<file path="src/rtl/guineveer_uart_pkg.sv">
// rtl/guineveer_uart_pkg.sv - shared types and defaults for the UART receiver
package guineveer_uart_pkg;

    typedef enum logic [2:0] {
        WAIT_IDLE,
        IDLE,
        START,
        DATA,
        STOP
    } uart_rx_state_e;

    localparam int unsigned DEFAULT_CLKS_PER_BIT = 289;

endpackage

</file>
<file path="src/rtl/guineveer_sync_2ff.sv">
// rtl/guineveer_sync_2ff.sv - two-flop synchronizer with configurable reset value
module guineveer_sync_2ff #(
    parameter logic RESET_VAL = 1'b1
) (
    input  logic clk_i,
    input  logic rst_ni,
    input  logic d,
    output logic q
);

    logic meta_q;
    logic sync_q;

    always_ff @(posedge clk_i or negedge rst_ni) begin
        if (!rst_ni) begin
            meta_q <= RESET_VAL;
            sync_q <= RESET_VAL;
        end else begin
            meta_q <= d;
            sync_q <= meta_q;
        end
    end

    assign q = sync_q;

endmodule

</file>
<file path="src/rtl/guineveer_uart_rx.sv">
// rtl/guineveer_uart_rx.sv - 8N1 oversampling UART receiver with valid/ready output
module guineveer_uart_rx
    import guineveer_uart_pkg::*;
#(
    parameter int unsigned CLKS_PER_BIT = DEFAULT_CLKS_PER_BIT
) (
    input  logic       clk_i,
    input  logic       rst_ni,
    input  logic       rx_i,
    output logic [7:0] data_o,
    output logic       valid_o,
    input  logic       ready_i,
    output logic       frame_err_o,
    output logic       overrun_o,
    output logic       busy_o
);

    localparam int unsigned CW = $clog2(CLKS_PER_BIT);
    localparam logic [CW-1:0] CNT_FULL = CW'(CLKS_PER_BIT - 1);
    localparam logic [CW-1:0] CNT_HALF = CW'(CLKS_PER_BIT / 2 - 1);
    localparam logic [CW-1:0] CNT_ONE  = CW'(1);

    uart_rx_state_e state_q, state_d;
    logic [CW-1:0]  cnt_q, cnt_d;
    logic [2:0]     idx_q, idx_d;
    logic [7:0]     sh_q, sh_d;
    logic           commit_d;
    logic           ferr_d;

    logic           rx_s;
    logic           rx_q;

    logic [7:0]     data_q;
    logic           valid_q;
    logic           ferr_q;
    logic           overrun_q;
    logic           busy_q;

    guineveer_sync_2ff #(
        .RESET_VAL(1'b1)
    ) u_rx_sync (
        .clk_i (clk_i),
        .rst_ni(rst_ni),
        .d     (rx_i),
        .q     (rx_s)
    );

    always_ff @(posedge clk_i or negedge rst_ni) begin
        if (!rst_ni) begin
            state_q <= WAIT_IDLE;
            cnt_q   <= '0;
            idx_q   <= '0;
            sh_q    <= '0;
            rx_q    <= 1'b1;
            busy_q  <= 1'b0;
        end else begin
            state_q <= state_d;
            cnt_q   <= cnt_d;
            idx_q   <= idx_d;
            sh_q    <= sh_d;
            rx_q    <= rx_s;
            // Registered decode of the next state keeps busy_o free of decode glitches.
            busy_q  <= (state_d == START) || (state_d == DATA) || (state_d == STOP);
        end
    end

    always_comb begin
        state_d  = state_q;
        cnt_d    = cnt_q;
        idx_d    = idx_q;
        sh_d     = sh_q;
        commit_d = 1'b0;
        ferr_d   = 1'b0;
        unique case (state_q)
            WAIT_IDLE: begin
                if (rx_s) state_d = IDLE;
            end
            IDLE: begin
                if (rx_q && !rx_s) begin
                    cnt_d   = CNT_HALF;
                    state_d = START;
                end
            end
            START: begin
                if (cnt_q == '0) begin
                    if (rx_s) begin
                        state_d = IDLE;
                    end else begin
                        cnt_d   = CNT_FULL;
                        idx_d   = 3'd0;
                        state_d = DATA;
                    end
                end else begin
                    cnt_d = cnt_q - CNT_ONE;
                end
            end
            DATA: begin
                if (cnt_q == '0) begin
                    sh_d  = {rx_s, sh_q[7:1]};
                    cnt_d = CNT_FULL;
                    if (idx_q == 3'd7) state_d = STOP;
                    else               idx_d   = idx_q + 3'd1;
                end else begin
                    cnt_d = cnt_q - CNT_ONE;
                end
            end
            STOP: begin
                if (cnt_q == '0) begin
                    // Leaving mid-stop-bit lets the next start edge be caught back-to-back.
                    if (rx_s) begin
                        commit_d = 1'b1;
                        state_d  = IDLE;
                    end else begin
                        ferr_d   = 1'b1;
                        state_d  = WAIT_IDLE;
                    end
                end else begin
                    cnt_d = cnt_q - CNT_ONE;
                end
            end
            default: state_d = WAIT_IDLE;
        endcase
    end

    always_ff @(posedge clk_i or negedge rst_ni) begin
        if (!rst_ni) begin
            data_q    <= '0;
            valid_q   <= 1'b0;
            ferr_q    <= 1'b0;
            overrun_q <= 1'b0;
        end else begin
            ferr_q    <= ferr_d;
            overrun_q <= 1'b0;
            if (commit_d) begin
                if (!valid_q || ready_i) begin
                    data_q  <= sh_q;
                    valid_q <= 1'b1;
                end else begin
                    overrun_q <= 1'b1;
                end
            end else if (valid_q && ready_i) begin
                valid_q <= 1'b0;
            end
        end
    end

    assign data_o      = data_q;
    assign valid_o     = valid_q;
    assign frame_err_o = ferr_q;
    assign overrun_o   = overrun_q;
    assign busy_o      = busy_q;

endmodule

</file>
<file path="config.mk">
export PLATFORM = sky130hd
export DESIGN_NAME = guineveer_uart_rx
export DESIGN_NICKNAME = d
export VERILOG_FILES = /design/src/rtl/guineveer_uart_pkg.sv /design/src/rtl/guineveer_sync_2ff.sv /design/src/rtl/guineveer_uart_rx.sv
export SDC_FILE = /design/constraint.sdc
export NUM_CORES = 1
export LEC_CHECK = 0
export BUFFER_PORTS_ARGS = -buffer_cell sky130_fd_sc_hd__buf_2
export CAP_MARGIN = 20
export CORE_MARGIN = 2
export CORE_UTILIZATION = 50
export CTS_CLUSTER_SIZE = 20
export DETAILED_ROUTE_END_ITERATION = 8
export GPL_ROUTABILITY_DRIVEN = 0
export PLACE_DENSITY = 0.73
export SYNTH_ARGS = -nofsm -noshare
export SYNTH_HDL_FRONTEND = slang
export SYNTH_HIERARCHICAL = 1
export SYNTH_SLANG_ARGS = --single-unit
</file>
<file path="constraint.sdc">
create_clock -name clk_i -period 2.05 [get_ports clk_i]
set_input_delay 0.205 -clock clk_i [delete_from_list [all_inputs] [get_ports clk_i]]
set_output_delay 0.205 -clock clk_i [all_outputs]
set_load 0.01 [all_outputs]
</file>
# Word level (Yosys, flattened, before mapping)
# Index checks and enable logic that the tools add are counted.
# op_classes
add_sub_neg	2
multipliers	0
div	0
n_lt_le_gt_ge	0
eq_ne	16
n_shift	0
n_mux	31
bitwise_logic	0
n_reduce_logical	17
# op_table
op	n
9-bit two-way mux	5
9-bit case mux with 4 select lines	1
3-bit two-way mux	10
3-bit case mux with 5 select lines	1
3-bit by 2-bit == test with 1-bit output, second input constant	4
1-bit two-way mux	12
2-bit != test, second input constant	6
3-bit == test, second input constant	3
9-bit logical NOT	1
9-bit by 1-bit subtractor with 9-bit output, second input constant	1
3-bit case mux with 2 select lines	1
2-bit AND reduction	3
5-bit AND reduction	1
4-bit AND reduction	1
2-bit nonzero test	2
4-bit nonzero test	1
3-bit by 1-bit adder with 3-bit output, second input constant	1
3-bit by 1-bit == test with 1-bit output, second input constant	1
3-bit logical NOT	1
1-bit logical OR	3
3-bit != test, second input constant	1
1-bit logical AND	2
1-bit logical NOT	2
2-bit two-way mux	1
2-bit by 1-bit != test with 1-bit output, second input constant	1
# word_totals
register_bits	38
latch_bits	0
ram_bits	0
romBits	0
inputBits	4
output_inout_bits	12
word_cells	78
mem_count	0

# Logic depth before layout (Yosys ltp)
# logic_depth
word_depth	7
ltp_mapped	8
depth_no_buf	7

# Hierarchy
# Netlist, hierarchy kept.
# by_module_without_submodules
module	n_inst	cells_per_inst	area_per_inst_um2	seq_area_each_um2
guineveer_uart_rx	1	155	1767.9	902.1
guineveer_sync_2ff	1	2	52.6	52.6

# Least setup slack after synthesis
# No wires, ideal clock.
# synth_path
path_kind	register to register
from	register cnt_q[0]
to	register data_q[0], in the netlist data_o[0]
setup_ns	0.125
arrival_time_ns	1.763
required_time_ns	1.925
slack_ns	0.162
stages_incl_launch_ff	7
path_buffers	0
synth_period_minus_slack_ns	1.888
path_cell_list	dfrtp_1 inv_1 ha_1 or4b_4 nor2_8 nand4_4 mux2_2
# synth_between
elab_chain_len	4
# synth_lines
element	line	source
start, declared	guineveer_uart_rx.sv:24	logic [CW-1:0] cnt_q, cnt_d;
start signal, assigned	guineveer_uart_rx.sv:58	cnt_q <= cnt_d;
9-bit logical NOT	guineveer_uart_rx.sv:108	if (cnt_q == '0) begin
1-bit two-way mux	guineveer_uart_rx.sv:108	
1-bit two-way mux	guineveer_uart_rx.sv:74	unique case (state_q)
2-bit AND reduction (no source line)	n/a	
end signal, assigned	guineveer_uart_rx.sv:136	data_q <= sh_q;
end, declared	guineveer_uart_rx.sv:33	logic [7:0] data_q;
# No other way between the ends.
# A chain may end at the register's enable or synchronous reset.

# Worst setup path after layout
# layout_path
from	register cnt_q[0]
to	register cnt_q[3]
# layout_between
elab_chain_len	3
word_cells_on_any_way	9
classes_between	1 x add/sub; 2 x eq/ne; 4 x mux; 2 x reduce/logical
# layout_lines
element	line
9-bit by 1-bit subtractor with 9-bit output / 9-bit logical NOT (equally long branches)	n/a
9-bit two-way mux, or another cell as far along	guineveer_uart_rx.sv:108
9-bit case mux with 4 select lines / 4-bit AND reduction (equally long branches)	n/a
# Parallel ways exist; a longest one is shown, timed or not. The select of a mux whose other input is x is not followed.

==> impl_metrics.toml <==
[status]
outcome = "complete, but fails checks"
violations = "negative setup slack"

[worst_setup_path]
worst-setup-path-type = "register to register"
crit_start = "cnt_q[0]"
r2r_cells = 7
reg2reg_slack_ns = -0.03
arrival_ns = 2.32
cp-endpoint = "cnt_q[3]"
cp-end-kind = "register"
required_ns = 2.28
r2r-start = "cnt_q[0]"
rr_endpoint = "cnt_q[3]"
startpoint_type = "register"
crit_fanout = 6

[worst_hold_path]
worstHoldStart = "ready_i"
min_path_type = "input port to register"

[sta]
worstMarginPinSlew_ns = 0.815
slew_headroom_pct = 45.7
clock.fmax_mhz = 480
rsz0062_at_grt = "yes"
min_period_over_period_pct = 102
min_period_ns = 2.08
finalSetupViolCount = 2
skew_ns = 0.00491
final_hold_viol_count = 0
holdWs_ns = 0.206
fin_ws_ns = -0.0321
slew_viol_final = 0

[cts]
cts_tree = "yes"
cts_max_level = 2
cts_made_buffers = 5
path_clk_slew_ns = 0.11
clkSinkCount = 38
max-clock-path-buffers = 2
clk_latency_ns = 0.35
clockRootBuffer = "clkbuf_4"

[logic_synthesis]
ys_seq_elements = 38
synth_edf_count = 0
async_flop_share_pct = 100
avgSynthCellArea_um2 = 11.6
syn_nets = 165
synthCells = 157
seq_area_frac_synth_pct = 52.4
ys.flop_type = "dfrtp_1"
syn_area_um2 = 1820
ys_types = 42
yosysWarningCount = 6

[floorplan]
ios = 16
die_w_um = 64.3
die_y_um = 64.3
start_util_pct = 53.3
rows = 21
dieArea_um2 = 4140
core-area_um2 = 3420

[final_layout]
areaGrowthSynthToFinish_pct = 24.5
final_cell_mix = "dfrtp_1, buf_4, mux2_2, buf_2"
diodes = 0
nets = 207
drive_above_1_share_pct = 40.7
final_common_cell = "dfrtp_1"

[power_and_ir_drop]
power_mw = 2.31
power_density_nw_per_um2 = 1020
p_leak_nw = 1.07
ir_drop_mv = 0.728

[detailed_routing]
drt_first_pass_iters = 4
wl_per_cell_um = 16.3
wirelength_mm = 3.99
drc = 0
via_count = 1452
postRouteAntennaNets = 0
first_iter_violations = 87
via_per_inst = 5.93

[placement]
dp_hpwl_mm = 2.57
place_ws_ns = -0.0879
io_buffer_count = 15

[global_route]
antenna_found_initial = 0
grt_pass1_wl_mm = 6.41
grt_use_total_pct = 20.1
grt_overflow_total = 0
grt_max_degree = 39
grt_pass1_vias = 1410

[job]
maxCapViolCount = 0
critical path: stages (launching register included):
cell and delay [ns]:
dfrtp_1 0.41, inv_2 0.09, ha_4 0.13, or4b_4 0.52, o211ai_4 0.28, a21boi_4 0.12
o41ai_2 0.30, o21ai_1 0.10
cell type report:
cell class / count / area, µm²
inverter: 6 / 22.5
multi-input combinational: 109 / 891
sequential: 38 / 955
tap: 46 / 57.6
timing repair buffer: 39 / 260
clock buffer: 6 / 51.3
fill: 260 / 1150
clock inverter: 1 / 30.0
what timing repair did:
action,4_1_cts,5_1_grt
buffers inserted,5,7
endpoints found under the setup margin,10,26
hold endpoints to repair,36,0
pin swaps,3,6
hold buffers,2,0
gates resized for setup,4,14
gates cloned,0,1
kinds of logic after synthesis:
family          Yosys count  synth area share (%)
buf+inv                  11                  2.82
fa+ha+maj                 4                  2.75
mux                      17                  10.4
compound gates           40                  13.8
flops                    38                  52.4
simple gates             47                  17.7
through the flow:
step | util (%) | instance area [µm²] | std cells | setup TNS [ns]
2_1_floorplan | - | 1820 | 157 | 0
4_1_cts | 63.2 | 2160 | 237 | 0
3_5_place_dp | 58.5 | 2000 | 223 | -0.473
3_3_place_gp | 58.5 | 2000 | 223 | 0
6_report | 66.4 | 2270 | 245 | -0.0587
5_1_grt | 66.4 | 2270 | 245 | -0.325
power breakdown:
part	leakage (nW)	internal [mW]	switching [mW]
clock	0.0443	0.284	0.242
combinational	0.534	0.366	0.403
sequential	0.492	0.869	0.148
total	1.07	1.52	0.793
cells in the mapped netlist (all sizes together) (3+ instances only):
cell type,instances,area share (%)
o21ai,18,4.9
mux2,16,9.9
a21oi,9,2.5
nand2,12,2.5
ha,4,2.7
dfrtp,35,48
nand3,6,2.3
inv,6,1.2
dfstp,3,4.3
nor2,7,2.3
buf,4,1.4
nor3,5,1.6
layer usage:
layer | track usage, % | share of wire (%)
met3 | 5.63 | 5.2
met2 | 33.1 | 51
met5 | 0 | 0
met4 | 8.51 | 1.8
met1 | 24.8 | 42
registers in the layout, summed over array words and instances (netlist names):
name              cells
cnt_q                 9
data_o                8
sh_q                  8
idx_q                 3
state_q               3
busy_o                1
frame_err_o           1
overrun_o             1
rx_q                  1
u_rx_sync/meta_q      1
u_rx_sync/q           1
valid_o               1
how the worst min path moves through the flow:
stage	to	slack, ns	cells after the start
final	overrun_o	0.21	3
after global routing	overrun_o	0.21	3
after CTS	overrun_o	0.20	3
after detailed placement	u_rx_sync/meta_q	0.31	1
after global placement	u_rx_sync/meta_q	0.32	1
after floorplan	busy_o	-0.09	0
No activity file was read; power rests on OpenSTA's default activity.
